[config.mk]
export PLATFORM = sky130hd
export DESIGN_NAME = mux_ext_pipe
export DESIGN_NICKNAME = d
export VERILOG_FILES = /design/src/rtl/mux_ext_pipe.sv
export SDC_FILE = /design/constraint.sdc
export NUM_CORES = 1
export LEC_CHECK = 0
export CELL_PAD_IN_SITES_DETAIL_PLACEMENT = 1
export CELL_PAD_IN_SITES_GLOBAL_PLACEMENT = 1
export CORE_MARGIN = 3
export CORE_UTILIZATION = 32
export CTS_BUF_LIST = sky130_fd_sc_hd__clkbuf_16
export DETAILED_ROUTE_END_ITERATION = 12
export GPL_TIMING_DRIVEN = 0
export PLACE_DENSITY_LB_ADDON = 0.1
export SKIP_LAST_GASP = 1
export SYNTH_ARGS = -nofsm -noshare
export SYNTH_HDL_FRONTEND = slang
export SYNTH_SLANG_ARGS = --single-unit
[constraint.sdc]
create_clock -name clock -period 6.5 [get_ports clock]
set_input_delay 1.3 -clock clock [delete_from_list [all_inputs] [get_ports clock]]
set_output_delay 1.3 -clock clock [all_outputs]
set_load 0.005 [all_outputs]
[src/rtl/mux_ext_pipe.sv]
// mux_ext_pipe: N-way field selector with sign/zero extension, behind a
// valid/ready handshake and a 2-entry output FIFO.
// An out-of-range select is still accepted. It stores a zero result with
// the error flag set.
// in_ready is derived from registered occupancy only, so it never depends
// combinationally on out_ready.
module mux_ext_pipe #(
  parameter int N     = 4,
  parameter int IN_W  = 8,
  parameter int OUT_W = 32,
  parameter int SEL_W = 2
) (
  input  logic                clock,
  input  logic                reset_n,
  input  logic                in_valid,
  output logic                in_ready,
  input  logic [SEL_W-1:0]    select,
  input  logic                sign_mode,
  input  logic [N*IN_W-1:0]   data_in,
  output logic                out_valid,
  input  logic                out_ready,
  output logic [OUT_W-1:0]    o,
  output logic                o_err
);

  // Widen a field to OUT_W. The upper bits are a copy of the field MSB
  // (sign_mode = 1) or zeros. When OUT_W == IN_W the loop is empty.
  function automatic logic [OUT_W-1:0] extend(input logic [IN_W-1:0] field,
                                              input logic            sign);
    logic [OUT_W-1:0] r;
    r = OUT_W'(field);
    for (int i = IN_W; i < OUT_W; i++) begin
      r[i] = sign & field[IN_W-1];
    end
    return r;
  endfunction

  logic [IN_W-1:0]  field_p0;
  logic             in_range_p0;
  logic [OUT_W-1:0] ext_p0;

  logic [1:0]       count;
  logic             wr_ptr;
  logic             rd_ptr;
  logic [OUT_W-1:0] data_mem [2];
  logic             err_mem  [2];

  logic             push;
  logic             pop;

  // Stage p0: pick the selected field and extend it. An unmatched select
  // yields a zero result with the range flag low.
  always_comb begin
    field_p0    = '0;
    in_range_p0 = 1'b0;
    for (int k = 0; k < N; k++) begin
      if (select == SEL_W'(k)) begin
        field_p0    = data_in[k*IN_W +: IN_W];
        in_range_p0 = 1'b1;
      end
    end
    ext_p0 = in_range_p0 ? extend(field_p0, sign_mode) : '0;
  end

  // Handshake is decoded from registered occupancy. The head entry is
  // exposed only while the FIFO is non-empty.
  always_comb begin
    in_ready  = (count != 2'd2);
    out_valid = (count != 2'd0);
    push      = in_valid && in_ready;
    pop       = out_valid && out_ready;
    o         = out_valid ? data_mem[rd_ptr] : '0;
    o_err     = out_valid ? err_mem[rd_ptr]  : 1'b0;
  end

  // FIFO state. A simultaneous push and pop writes the tail, advances the
  // head and leaves the count unchanged. Reset flushes every entry at once.
  always_ff @(posedge clock or negedge reset_n) begin
    if (!reset_n) begin
      count  <= 2'd0;
      wr_ptr <= 1'b0;
      rd_ptr <= 1'b0;
      for (int i = 0; i < 2; i++) begin
        data_mem[i] <= '0;
        err_mem[i]  <= 1'b0;
      end
    end else begin
      if (push) begin
        data_mem[wr_ptr] <= ext_p0;
        err_mem[wr_ptr]  <= ~in_range_p0;
        wr_ptr           <= ~wr_ptr;
      end
      if (pop) begin
        rd_ptr <= ~rd_ptr;
      end
      case ({push, pop})
        2'b10:   count <= count + 2'd1;
        2'b01:   count <= count - 2'd1;
        default: count <= count;
      endcase
    end
  end

endmodule

; ---- Yosys cells after proc, flatten, opt, wreduce, memory -nomap -nowiden
; Cells that the tools add are included.
[word_totals]
inputBits = 39
out_inout_bits = 35
reg_bits = 70
[classes]
n_eq_ne = 6
bitwise = 6
n_lt_le_gt_ge = 3
add_sub_neg = 2
muxes = 24
reduce_logical = 6
[ops]
columns = cell, count
row1 = two-way mux 32 bit, 6
row2 = bitwise mux 64 bit, 1
row3 = demux 32 bit (select 1 bit), 1
row4 = two-way mux 8 bit, 4
row5 = two-way mux 1 bit, 9
row6 = equality test 2 bit (second input constant), 3
row7 = equality test 2 x 1 -> 1 bit (second input constant), 2
row8 = greater-or-equal comparator 2 bit (second input constant), 2
row9 = inverter 1 -> 2 bit, 2
row10 = one-hot mux 2 bit (2 select lines), 1
row11 = nonzero test 2 bit, 2
row12 = logical AND 1 bit, 3
row13 = inverter 1 bit, 3
row14 = adder 2 x 1 -> 2 bit (second input constant), 1
row15 = bitwise mux 2 bit, 1
row16 = zero test 2 bit, 1
row17 = < comparator 2 x 1 -> 1 bit (second input constant), 1
row18 = != test 2 bit (second input constant), 1
row19 = subtractor 2 x 1 -> 2 bit (second input constant), 1
row20 = bitwise AND 1 bit, 1
row21 = demux 1 bit (select 1 bit), 1

; ---- Depth between registers and ports, before layout
[logic_depth]
ltp_word = 8
depth_mapped = 6
ltp_nobuf = 6

; ---- Least setup slack after synthesis
; Ideal clock, no wire load.
[synth_path]
path_type = reg2out
from = register rd_ptr
to = output o[10]
slack_ns = 3.441
stages_incl_launch_ff = 5
n_path_buf = 2
required_ns = 5.200
t_arrival_ns = 1.759
path_cell_list = dfrtp_1 buf_2 mux2i_1 nor2_1 buf_4
[synth_between]
elab_chain_len = 5
[synth_rtl]
columns = item, line
row1 = from (decl), 44  ; logic rd_ptr;
row2 = from (signal assigned), 94  ; rd_ptr <= ~rd_ptr;
row3 = inverter 1 -> 2 bit (not written as such), 72  ; o = out_valid ? data_mem[rd_ptr] : '0;
row4 = two-way mux 32 bit (not written as such) (3 in series), 72
row5 = two-way mux 32 bit, 72
row6 = to (decl), 22  ; output logic [OUT_W-1:0] o,
; No other way between the ends. The select of a mux whose other input is x is not followed.

; ---- Worst setup path in the final report
[layout_path]
from = register count[0]
to = output o[13]
[layout_between]
elab_chain_len = 2
[layout_rtl]
columns = item, line
row1 = from (decl), 42  ; logic [1:0] count;
row2 = from (signal assigned), 97  ; 2'b10: count <= count + 2'd1;
row3 = from (signal assigned), 98  ; 2'b01: count <= count - 2'd1;
row4 = from (signal assigned), 99  ; default: count <= count;
row5 = nonzero test 2 bit, 69  ; out_valid = (count != 2'd0);
row6 = two-way mux 32 bit, 72
; No other way between the ends.

==> flow_summary.html <==
<table>
<tr><th>Metric</th><th>Value</th></tr>
<tr><th colspan="2">Synthesis</th></tr>
<tr><td>Number of warnings printed during yosys synthesis</td><td>0</td></tr>
<tr><td>Cell taking the most area after synthesis</td><td>sky130_fd_sc_hd__dfrtp_1</td></tr>
<tr><td>Gate Count Post-Synth</td><td>117</td></tr>
<tr><td>Area of the mapped netlist</td><td>0.00146 mm^2</td></tr>
<tr><td>Distinct cell type count after synthesis</td><td>20</td></tr>
<tr><td>Ys flop type</td><td>sky130_fd_sc_hd__dfrtp_1</td></tr>
<tr><td>Post-Syn Nets</td><td>157</td></tr>
<tr><td>Synthesis-stage register bit count</td><td>24</td></tr>
<tr><td>Post-synth EDFFs</td><td>0</td></tr>
<tr><td>Share of the synthesized area in the top cell type</td><td>41.1%</td></tr>
<tr><td>Mean post-synth cell area</td><td>12.5 um^2</td></tr>
<tr><td>Async set-reset flop share out of synthesis</td><td>100%</td></tr>
<tr><td>Area contributors post-synth</td><td>sky130_fd_sc_hd__dfrtp_1, sky130_fd_sc_hd__buf_4, sky130_fd_sc_hd__mux4_2</td></tr>
<tr><td>Sequential area share after synthesis</td><td>41.1%</td></tr>
<tr><th colspan="2">Timing</th></tr>
<tr><td>Post-Route Hold Slack</td><td>0.508 ns</td></tr>
<tr><td>Layout Skew</td><td>0.00491 ns</td></tr>
<tr><td>Slew margin rel.</td><td>26.9%</td></tr>
<tr><td>Accumulated negative setup slack</td><td>0 ns</td></tr>
<tr><td>Final clock period utilization by the worst path</td><td>58.5%</td></tr>
<tr><td>Setup violators final</td><td>0</td></tr>
<tr><td>RSZ-0062 raised after global routing</td><td>false</td></tr>
<tr><td>Timing-limited maximum frequency</td><td>0.263 GHz</td></tr>
<tr><td>Post-layout min period</td><td>3.80 ns</td></tr>
<tr><td>Pins over their slew limit</td><td>0</td></tr>
<tr><td>Hold Fails Final Rpt</td><td>0</td></tr>
<tr><td>Slew at the pin closest to its max-slew limit</td><td>1.09 ns</td></tr>
<tr><th colspan="2">Finish</th></tr>
<tr><td>Layout Nets</td><td>233</td></tr>
<tr><td>Most common library cell in the layout ignoring fill and taps</td><td>sky130_fd_sc_hd__clkdlybuf4s50_1</td></tr>
<tr><td>Area used by sequential logic in the layout</td><td>601 um^2</td></tr>
<tr><td>Area of the multi-input gates</td><td>647 um^2</td></tr>
<tr><td>Fin area</td><td>0.00231 mm^2</td></tr>
<tr><td>Commonest cells after routing, fill and taps aside</td><td>sky130_fd_sc_hd__clkdlybuf4s50_1, sky130_fd_sc_hd__buf_4, sky130_fd_sc_hd__dfrtp_1, sky130_fd_sc_hd__mux2_2, sky130_fd_sc_hd__mux2i_1</td></tr>
<tr><td>Growth of design area from synthesis to finish</td><td>58.3%</td></tr>
<tr><td>Ant. Diodes</td><td>0</td></tr>
<tr><td>Number of fill cells</td><td>442</td></tr>
<tr><td>Core Util, Final</td><td>55.0%</td></tr>
<tr><td>Share of layout cells above drive strength 1</td><td>29.3%</td></tr>
<tr><th colspan="2">Global routing</th></tr>
<tr><td>Number of antenna violations at the first check in global routing</td><td>0</td></tr>
<tr><td>Overall global routing resource usage</td><td>14.7%</td></tr>
<tr><td>Pin count of the biggest net entering global routing</td><td>25</td></tr>
<tr><td>Wire length of the first global-routing pass</td><td>6030 um</td></tr>
<tr><td>Total gr overflow</td><td>0</td></tr>
<tr><td>Number of global-route vias before repair</td><td>1226</td></tr>
<tr><th colspan="2">CTS</th></tr>
<tr><td>Number of gates resized after cts</td><td>0</td></tr>
<tr><td>Worst skew pair latency</td><td>0.25 ns</td></tr>
<tr><td>Clk sink count</td><td>24</td></tr>
<tr><td>Root Buffer</td><td>sky130_fd_sc_hd__clkbuf_16</td></tr>
<tr><td>Depth of the CTS H-tree</td><td>1</td></tr>
<tr><td>Number of buffers added for setup after CTS</td><td>0</td></tr>
<tr><td>Total CTS buffers</td><td>3</td></tr>
<tr><td>Quantity of hold-fixing buffers added after cts</td><td>0</td></tr>
<tr><td>TritonCTS clock tree</td><td>done</td></tr>
<tr><td>Clk slew on worst S/H paths</td><td>0.06 ns</td></tr>
<tr><td>Clock Tree Buf Depth</td><td>2</td></tr>
<tr><th colspan="2">Floorplan</th></tr>
<tr><td>Effective utilization at floorplan</td><td>34.8%</td></tr>
<tr><td>Die Footprint</td><td>0.00541 mm^2</td></tr>
<tr><td>Standard-cell row count</td><td>23</td></tr>
<tr><td>CORE AREA</td><td>0.00420 mm^2</td></tr>
<tr><td>I/O pin count</td><td>74</td></tr>
<tr><td>Height of the die</td><td>73.6 um</td></tr>
<tr><td>Horizontal die dimension</td><td>73.6 um</td></tr>
<tr><th colspan="2">Worst setup path</th></tr>
<tr><td>Critical Path Start</td><td>count[0]$_DFFE_PN0P_</td></tr>
<tr><td>Startpoint types</td><td>flip-flop</td></tr>
<tr><td>CP endpoint kind</td><td>output pin</td></tr>
<tr><td>Critical Path Fanout Max</td><td>24</td></tr>
<tr><td>Data arrival, critical path</td><td>2.50 ns</td></tr>
<tr><td>Critical Path RT</td><td>5.20 ns</td></tr>
<tr><td>Reg-to-Reg Start</td><td>count[0]$_DFFE_PN0P_</td></tr>
<tr><td>Crit Path Category</td><td>flip-flop to output pin</td></tr>
<tr><th colspan="2">Placed design</th></tr>
<tr><td>Routability congestion estimate from global placement</td><td>0.671</td></tr>
<tr><td>Cell Area, Placed</td><td>0.00223 mm^2</td></tr>
<tr><td>Detailed-placement wirelength estimate</td><td>2860 um</td></tr>
<tr><td>Number of buffer cells added on primary ports</td><td>71</td></tr>
<tr><th colspan="2">Detailed routing</th></tr>
<tr><td>Routed len/inst</td><td>15.1 um</td></tr>
<tr><td>Ratio of routed vias to standard cells</td><td>4.65</td></tr>
<tr><td>DRC</td><td>0</td></tr>
<tr><td>Final WL</td><td>3640 um</td></tr>
<tr><td>Via count</td><td>1120</td></tr>
<tr><td>DRT Pass-1 Iters</td><td>4</td></tr>
<tr><td>Starting DRT DRC Count</td><td>20</td></tr>
<tr><td>Antenna Violating Nets Remaining</td><td>0</td></tr>
<tr><th colspan="2">Hold path</th></tr>
<tr><td>Hold Crit Start</td><td>data_mem[0]$_DFFE_PN0P_</td></tr>
<tr><td>Hold Path Class</td><td>flip-flop to flip-flop</td></tr>
<tr><th colspan="2">Run status</th></tr>
<tr><td>Outcome</td><td>finished clean</td></tr>
<tr><th colspan="2">Pwr</th></tr>
<tr><td>Switching power</td><td>0.000326 W</td></tr>
<tr><td>Part of the power in registers</td><td>23.8%</td></tr>
<tr><td>Net switching fraction of the power</td><td>29.4%</td></tr>
<tr><td>Part of the total power dissipated in combinational logic</td><td>64.4%</td></tr>
<tr><td>Peak VDD IR</td><td>0.127 mV</td></tr>
<tr><td>Static leakage</td><td>1.01 nW</td></tr>
<tr><td>Clk network pwr share</td><td>11.8%</td></tr>
<tr><td>Cell Int Power</td><td>0.000785 W</td></tr>
<tr><td>Power Density</td><td>481 mW/mm^2</td></tr>
<tr><td>Post-layout power</td><td>0.00111 W</td></tr>
<tr><th colspan="2">Job</th></tr>
<tr><td>Maxcap violations</td><td>0</td></tr>
</table>
==> synthesized netlist by cell type, drive strengths merged, types with 2 or more instances <==
cell / n
nand2: 2
nor2: 12
mux4: 8
clkbuf: 2
buf: 26
dfrtp: 24
nor2b: 2
mux2i: 12
mux2: 16
xor2: 2
inv: 3
xnor2: 3
==> worst paths after layout <==
check	to	slack (ns)	depth (start not counted)
worst max-delay path	o[13]	2.70	5
worst min-delay path	data_mem[0]$_DFFE_PN0P_	0.51	1
worst max register to register	data_mem[33]$_DFFE_PN0P_	5.06	4
worst min register to register	data_mem[0]$_DFFE_PN0P_	0.51	1
max in group asynchronous	data_mem[39]$_DFFE_PN0P_	4.21	1
min in group asynchronous	data_mem[3]$_DFFE_PN0P_	1.63	1
==> cell type report <==
cell class | count | area share, %
clock buffers | 3 | 3.25
plain buffers | 28 | 8.83
inverters | 3 | 0.487
multi-input cells | 62 | 28.0
flip-flops and latches | 24 | 26.0
repair buffers | 71 | 30.8
well taps | 50 | 2.71
==> power by group through the flow <==
stage          Clock [W]  Sequential, W  Combinational (W)
2_1_floorplan          0       0.000255           0.000379
3_3_place_gp           0       0.000261           0.000712
3_5_place_dp           0       0.000267           0.000731
4_1_cts         0.000135       0.000265           0.000736
5_1_grt         0.000141       0.000276           0.000786
6_report        0.000131       0.000264           0.000715
==> registers in the layout, indices dropped and copies added, names as in the netlist <==
| register | count |
|---|---|
| err_mem | 2 |
| data_mem | 18 |
| count | 2 |
| wr_ptr | 1 |
| rd_ptr | 1 |
==> metrics by stage <==
stage          worst slack, ns  std cells
2_1_floorplan             3.44        117
5_1_grt                   2.49        241
6_report                  2.70        241
4_1_cts                   2.21        241
3_5_place_dp              2.50        238
3_3_place_gp              2.69        238
==> cells by family (layout without fill, tap and decap cells) <==
group,after synthesis,count (layout),share of synthesized area [%]
xor gates and xnor gates,5,5,3.00
adders and majority gates,1,1,0.857
buffers and inverters,31,105,14.7
DFF,24,24,41.1
muxes,36,36,33.2
and+or+nand+nor,20,20,7.11
==> per-layer routing <==
metal / GRT usage, % / part of all wire, % / vias to the layer above / wire length (um)
met3: 3.42 / 8.8 / 2 / 319
li1: - / - / 528 / -
met5: 0 / 0 / - / 0
met2: 26.1 / 53 / 55 / 1920
met4: 4.83 / 0.99 / 0 / 36
met1: 17.3 / 38 / 535 / 1360
==> worst max-delay path, stage by stage, from the launching register on <==
cell and delay (ns):
sky130_fd_sc_hd__dfrtp_1 0.42, sky130_fd_sc_hd__nor2_1 0.10, sky130_fd_sc_hd__clkbuf_1 0.27, sky130_fd_sc_hd__nor2_2 0.72, sky130_fd_sc_hd__buf_4 0.22, sky130_fd_sc_hd__clkdlybuf4s50_1 0.52
No activity file was read; power rests on OpenSTA's default activity.
